**src/rtl/imem_port_scheduler_pkg.sv**
```systemverilog
// Shared types and defaults for the instruction-memory port scheduler.
// Width defaults come from the project-wide IMEM/INSTR defines when present.
`ifndef IMEM_ADDR_WIDTH
`define IMEM_ADDR_WIDTH 10
`endif
`ifndef INSTR_WIDTH
`define INSTR_WIDTH 64
`endif

package imem_port_scheduler_pkg;

  typedef enum logic [1:0] {
    S_FETCH = 2'd0,
    S_DRAIN = 2'd1,
    S_LOAD  = 2'd2
  } state_e;

  localparam int IMEM_ADDR_WIDTH_DEF = `IMEM_ADDR_WIDTH;
  localparam int INSTR_WIDTH_DEF     = `INSTR_WIDTH;
  localparam int RD_LAT_DEF          = 2;

endpackage

```
**src/rtl/imem_read_tracker.sv**
```systemverilog
// Shift register that follows each BRAM read for RD_LAT cycles so the returned
// word carries its address; a flush kills everything older than this cycle.
module imem_read_tracker
  import imem_port_scheduler_pkg::*;
#(
  parameter int AW     = IMEM_ADDR_WIDTH_DEF,
  parameter int RD_LAT = RD_LAT_DEF
) (
  input  logic          clk,
  input  logic          rst_n,
  input  logic          i_push,
  input  logic [AW-1:0] i_addr,
  input  logic          i_flush,
  output logic          o_rvalid,
  output logic [AW-1:0] o_raddr,
  output logic          o_any_valid
);

  logic [RD_LAT-1:0] r_vld;
  logic [AW-1:0]     r_addr [RD_LAT];

  // Stage 0 takes the new request (kept across a flush: it is the branch target).
  always_ff @(posedge clk or negedge rst_n) begin
    if (!rst_n) begin
      r_vld <= '0;
      for (int i = 0; i < RD_LAT; i++) begin
        r_addr[i] <= '0;
      end
    end else begin
      r_vld[0] <= i_push;
      if (i_push) begin
        r_addr[0] <= i_addr;
      end
      for (int i = 1; i < RD_LAT; i++) begin
        r_vld[i]  <= r_vld[i-1] & ~i_flush;
        r_addr[i] <= r_addr[i-1];
      end
    end
  end

  assign o_rvalid    = r_vld[RD_LAT-1] & ~i_flush;
  assign o_raddr     = r_addr[RD_LAT-1];
  assign o_any_valid = |r_vld;

endmodule

```
**src/rtl/imem_port_scheduler.sv**
```systemverilog
// Arbitrates the single-port instruction BRAM between host program loads and
// pipeline fetches using a drain-then-grant ownership FSM.
module imem_port_scheduler
  import imem_port_scheduler_pkg::*;
#(
  parameter int IMEM_ADDR_WIDTH = IMEM_ADDR_WIDTH_DEF,
  parameter int INSTR_WIDTH     = INSTR_WIDTH_DEF,
  parameter int RD_LAT          = RD_LAT_DEF
) (
  input  logic                       clk,
  input  logic                       rst_n,
  input  logic                       pipe_busy,
  input  logic                       host_load_req,
  output logic                       host_load_gnt,
  input  logic                       host_wr_valid,
  output logic                       host_wr_ready,
  input  logic [IMEM_ADDR_WIDTH-1:0] host_wr_addr,
  input  logic [INSTR_WIDTH-1:0]     host_wr_data,
  output logic [IMEM_ADDR_WIDTH:0]   load_count,
  input  logic                       fe_valid,
  input  logic [IMEM_ADDR_WIDTH-1:0] fe_addr,
  output logic                       fe_ready,
  input  logic                       fe_flush,
  output logic                       fe_rvalid,
  output logic [IMEM_ADDR_WIDTH-1:0] fe_raddr,
  output logic [INSTR_WIDTH-1:0]     fe_rdata,
  output logic                       mem_en,
  output logic                       mem_we,
  output logic [IMEM_ADDR_WIDTH-1:0] mem_addr,
  output logic [INSTR_WIDTH-1:0]     mem_wdata,
  input  logic [INSTR_WIDTH-1:0]     mem_rdata
);

  localparam logic [IMEM_ADDR_WIDTH:0] CNT_MAX = {1'b1, {IMEM_ADDR_WIDTH{1'b0}}};
  localparam logic [IMEM_ADDR_WIDTH:0] CNT_ONE = {{IMEM_ADDR_WIDTH{1'b0}}, 1'b1};

  state_e                     r_state;
  state_e                     w_next;
  logic                       r_out_en;
  logic                       r_gnt;
  logic [IMEM_ADDR_WIDTH:0]   r_cnt;
  logic [IMEM_ADDR_WIDTH-1:0] r_mem_addr;
  logic [INSTR_WIDTH-1:0]     r_mem_wdata;

  logic                       w_fe_ready;
  logic                       w_wr_ready;
  logic                       w_push;
  logic                       w_any_valid;
  logic                       w_mem_en;
  logic                       w_mem_we;
  logic [IMEM_ADDR_WIDTH-1:0] w_mem_addr;
  logic [INSTR_WIDTH-1:0]     w_mem_wdata;

  // Ownership sequencing: fetch may not be preempted, load waits for an empty tracker.
  always_comb begin
    w_next = r_state;
    case (r_state)
      S_FETCH: begin
        if (host_load_req && !pipe_busy) w_next = S_DRAIN;
        else                             w_next = S_FETCH;
      end
      S_DRAIN: begin
        if (!host_load_req)    w_next = S_FETCH;
        else if (!w_any_valid) w_next = S_LOAD;
        else                   w_next = S_DRAIN;
      end
      S_LOAD: begin
        if (!host_load_req) w_next = S_FETCH;
        else                w_next = S_LOAD;
      end
      default: w_next = S_FETCH;
    endcase
  end

  // Memory port mux; address/data fall back to the last driven values when idle.
  always_comb begin
    w_fe_ready  = 1'b0;
    w_wr_ready  = 1'b0;
    w_push      = 1'b0;
    w_mem_en    = 1'b0;
    w_mem_we    = 1'b0;
    w_mem_addr  = r_mem_addr;
    w_mem_wdata = r_mem_wdata;
    case (r_state)
      S_FETCH: begin
        w_fe_ready = r_out_en;
        if (fe_valid && r_out_en) begin
          w_push     = 1'b1;
          w_mem_en   = 1'b1;
          w_mem_addr = fe_addr;
        end else begin
          w_push = 1'b0;
        end
      end
      S_LOAD: begin
        w_wr_ready = 1'b1;
        if (host_wr_valid) begin
          w_mem_en    = 1'b1;
          w_mem_we    = 1'b1;
          w_mem_addr  = host_wr_addr;
          w_mem_wdata = host_wr_data;
        end else begin
          w_mem_we = 1'b0;
        end
      end
      default: begin
        w_fe_ready = 1'b0;
      end
    endcase
  end

  // State register; r_out_en keeps the ready outputs low until the first edge after reset.
  always_ff @(posedge clk or negedge rst_n) begin
    if (!rst_n) begin
      r_state  <= S_FETCH;
      r_out_en <= 1'b0;
    end else begin
      r_state  <= w_next;
      r_out_en <= 1'b1;
    end
  end

  // Grant rises the cycle after entering S_LOAD and falls on the leaving edge.
  always_ff @(posedge clk or negedge rst_n) begin
    if (!rst_n) begin
      r_gnt <= 1'b0;
      r_cnt <= '0;
    end else begin
      r_gnt <= (r_state == S_LOAD) && (w_next == S_LOAD);
      if ((r_state != S_LOAD) && (w_next == S_LOAD)) begin
        r_cnt <= '0;
      end else if (w_mem_we && (r_cnt != CNT_MAX)) begin
        r_cnt <= r_cnt + CNT_ONE;
      end else begin
        r_cnt <= r_cnt;
      end
    end
  end

  // Hold registers for the memory address/data bus.
  always_ff @(posedge clk or negedge rst_n) begin
    if (!rst_n) begin
      r_mem_addr  <= '0;
      r_mem_wdata <= '0;
    end else begin
      if (w_mem_en) r_mem_addr  <= w_mem_addr;
      if (w_mem_we) r_mem_wdata <= w_mem_wdata;
    end
  end

  imem_read_tracker #(
    .AW     (IMEM_ADDR_WIDTH),
    .RD_LAT (RD_LAT)
  ) u_tracker (
    .clk         (clk),
    .rst_n       (rst_n),
    .i_push      (w_push),
    .i_addr      (fe_addr),
    .i_flush     (fe_flush),
    .o_rvalid    (fe_rvalid),
    .o_raddr     (fe_raddr),
    .o_any_valid (w_any_valid)
  );

  assign host_load_gnt = r_gnt;
  assign host_wr_ready = w_wr_ready;
  assign load_count    = r_cnt;
  assign fe_ready      = w_fe_ready;
  assign fe_rdata      = mem_rdata;
  assign mem_en        = w_mem_en;
  assign mem_we        = w_mem_we;
  assign mem_addr      = w_mem_addr;
  assign mem_wdata     = w_mem_wdata;

endmodule

```
**config.mk**
```make
export PLATFORM = sky130hd
export DESIGN_NAME = imem_port_scheduler
export DESIGN_NICKNAME = d
export VERILOG_FILES = /design/src/rtl/imem_port_scheduler_pkg.sv /design/src/rtl/imem_read_tracker.sv /design/src/rtl/imem_port_scheduler.sv
export SDC_FILE = /design/constraint.sdc
export NUM_CORES = 1
export LEC_CHECK = 0
export ABC_AREA = 0
export CAP_MARGIN = 20
export CELL_PAD_IN_SITES_DETAIL_PLACEMENT = 0
export CELL_PAD_IN_SITES_GLOBAL_PLACEMENT = 1
export CORE_ASPECT_RATIO = 1.2
export CORE_MARGIN = 5
export CORE_UTILIZATION = 25
export CTS_CLUSTER_SIZE = 16
export DETAILED_ROUTE_END_ITERATION = 12
export DONT_BUFFER_PORTS = 1
export HOLD_SLACK_MARGIN = 0.02
export PLACE_DENSITY_LB_ADDON = 0.1
export SETUP_SLACK_MARGIN = 0.3
export SKIP_CTS_REPAIR_TIMING = 1
export SYNTH_ARGS = -nofsm -noshare
export SYNTH_HDL_FRONTEND = slang
export SYNTH_SLANG_ARGS = --single-unit
```
**constraint.sdc**
```tcl
create_clock -name clk -period 3.27 [get_ports clk]
set_input_delay 0.327 -clock clk [delete_from_list [all_inputs] [get_ports clk]]
set_output_delay 0.327 -clock clk [all_outputs]
set_load 0.005 [all_outputs]
```
==> flow_summary_export.csv <==
group,metric,value,unit
min_path,hp-start,"host_load_req",
power_and_ir_drop,ir_drop,0.000277,V
sta,hold_viol,0,
sta,setup_tns,0,ps
logic_synthesis,ys_ff_latch,111,
layout,layout_common_cells,"290 x nand2_1, 111 x dfrtp_1, 10 x a22oi_1, 10 x mux2_2, 9 x clkbuf_16",
logic_synthesis,synthesis.nets,730,
logic_synthesis,ys_types,38,
placed_design,dp_slack,1060,ps
clock_network,cts_buffers,9,
sta,period_share,77.3,%
power_and_ir_drop,leakage,2.81,nW
clock_network,cts_max_path_buffers,2,
floorplanning,initial_core_util,25.3,%
logic_synthesis,ys_top_cells_by_area,"dfrtp_1 55%, nand2_1 21%, buf_4 11%, mux2_2 2.2%, a22oi_1 1.5%",
global_route,groute.layer.met2.usage,18.4,%
sta,finalSetupViolCount,0,
floorplanning,ios,320,
route,num_vias,3343,
sta,rsz0062_at_grt,"no",
sta,slew_violations,0,
worst_setup_path,r2r.worst_path.cells,6,
logic_synthesis,syn_inst,573,
logic_synthesis,yosys_warnings,0,
sta,fmax,396,MHz
sta,max_slew_margin,49.1,%
route,via_per_inst,4.35,
clock_network,htree_num_levels,3,
route,wl_per_cell,16.8,um
global_route,antenna_found_initial,0,
route,detail-route-antenna-nets,0,
route,drt_iter0_markers,126,
clock_network,cts_tree,"yes",
min_path,hp-class,"in -> reg",
logic_synthesis,avgSynthCellArea,8.88,um2
global_route,grt_max_degree,112,
worst_setup_path,rrSetupSlack,1180,ps
global_route,grt_overflow,0,
outcome,outcome,"finished clean",
power_and_ir_drop,finalPower,4.15,mW
worst_setup_path,worstSetupPathType,"reg -> out",
placed_design,gp_congestion,0.705,
clock_network,clock_latency,350,ps
floorplanning,core_area,20100,um2
floorplanning,die_h,166,um
clock_network,clkTransAtPathRegs,70,ps
worst_setup_path,rr_startpoint,"r_state[0]",
layout,fin_util,25.7,%
global_route,busiest_layer,"met2",
sta,finalCriticalPeriod,2530,ps
floorplanning,dieArea,23300,um2
logic_synthesis,synth_edf_count,0,
worst_setup_path,reg2reg_to,"load_count[9]",
worst_setup_path,crit_path_start_kind,"register",
worst_setup_path,crit_path_end_kind,"primary output",
layout,drive_above_1_share,7.16,%
route,wirelength,12900,um
layout,diodes,0,
worst_setup_path,crit_required,2940,ps
global_route,grt_pass1_wl,20400,um
layout,n_fill_cell,2204,
placed_design,io_buffer_count,0,
logic_synthesis,async_flop_share,100,%
placed_design,hpwl,9150,um
clock_network,numClockSinks,111,
global_route,grtUsageMet1,12.1,%
floorplanning,die_x,140,um
job,maxCapViolCount,0,
logic_synthesis,yosys.area.top_type_share,54.6,%
global_route,met3_usage,4.64,%
clock_network,root_buffer,"clkbuf_16",
route,drcViolationCount,0,
floorplanning,std_cell_rows,57,
sta,holdWs,103,ps
route,drt-pass1-iter-count,5,
global_route,track_usage,11.0,%
worst_setup_path,worstPathArrival,2200,ps
worst_setup_path,cp_max_fo,22,
sta,tightest_slew,761,ps
logic_synthesis,syn_area,5090,um2
logic_synthesis,synthFlopType,"dfrtp_1",
layout,mostFrequentLayoutCell,"nand2_1",
layout,area_growth,1.70,%
worst_setup_path,setup.worst_path.start,"r_state[1]",
power_and_ir_drop,power_density,803,nW/um2
sta,skew,6.01,ps
min_path,hold_end,"r_state[1]",
sta,finalWorstSetupSlack,743,ps
global_route,grt_pass1_vias,3463,
layout,layout.nets,655,
logic_synthesis,synth_area_leader_cell,"dfrtp_1",
logic_synthesis,synth-seq-area-share,54.6,%
min_path,hold-path-cell-count,1,
==> power by group <==
part / leakage [nW] / total (mW) / internal, mW / switching (mW)
sequential: 1.40 / 2.03 / 1.85 / 0.173
clock: 0.150 / 1.14 / 0.623 / 0.518
combinational: 1.26 / 0.984 / 0.310 / 0.675
==> worst max-delay path by stage <==
stage | slack [ps] | to
after floorplan | 1560 | mem_wdata[14]
after global placement | 1130 | mem_addr[9]
after detailed placement | 1060 | mem_addr[9]
after CTS | 670 | mem_addr[9]
after global routing | 500 | mem_addr[9]
final | 740 | mem_addr[9]
==> metal layers <==
metal	vias to the layer above	share of wire [%]	wire, um
met5	-	0	0
met1	1603	39	5010
met3	19	9.0	1160
met2	148	50	6490
met4	0	1.9	250
li1	1573	-	-
==> final cells by class <==
type	instances	area, um2	area share (%)
Timing Repair Buffer	7	77.6	1.50
Sequential cell	111	2780	53.7
Tap cell	265	332	6.41
Inverter	5	20.0	0.387
Clock buffer	11	243	4.69
Clock inverter	5	65.1	1.26
Multi-Input combinational cell	364	1660	32.1
==> critical path: stages, from the launching register on <==
cell      delay (ps)
dfrtp_1          450
and4bb_2         270
buf_4            220
nor2_1           620
nand2_1          160
nand2_1          140
==> sequential cells by signal (all words and copies together), names as in the netlist <==
name and count:
load_count 11, r_out_en 1, u_tracker.r_addr 10, u_tracker.o_raddr 10, r_mem_addr 10, r_mem_wdata 64, host_load_gnt 1, u_tracker.r_vld 2
r_state 2
==> cells by family (layout without fill, tap and decap cells) <==
logic type / count (synthesis) / count (layout) / share of synthesized area [%]
and+or+nand+nor: 323 / 323 / 26.0
muxes: 10 / 10 / 2.21
DFF: 111 / 111 / 54.6
other: 1 / 1 / 0.0737
buffers and inverters: 98 / 28 / 12.8
adders and majority gates: 2 / 2 / 0.492
xor gates and xnor gates: 2 / 2 / 0.344
AOI/OAI and AO/OA: 26 / 26 / 3.47
==> Yosys cell counts (2+ instances only) <==
master	number
nand2_1	290
dfrtp_1	111
buf_4	74
clkbuf_1	12
a22oi_1	10
mux2_2	10
nor2b_1	5
o21ai_0	5
a21oi_1	4
buf_1	4
inv_1	4
nand4_1	4
or3_1	4
buf_2	3
nor2_1	3
nor4_1	3
a31o_2	2
ha_1	2
nand3_1	2
nor3b_1	2
o31ai_1	2
==> metrics by stage <==
step                std cells  cell area (um2)
floorplan                 573             5090
global placement          749             4820
detailed placement        749             4820
CTS                       765             5130
global route              768             5170
finish                    768             5170
(Power assumes the default switching activity.)
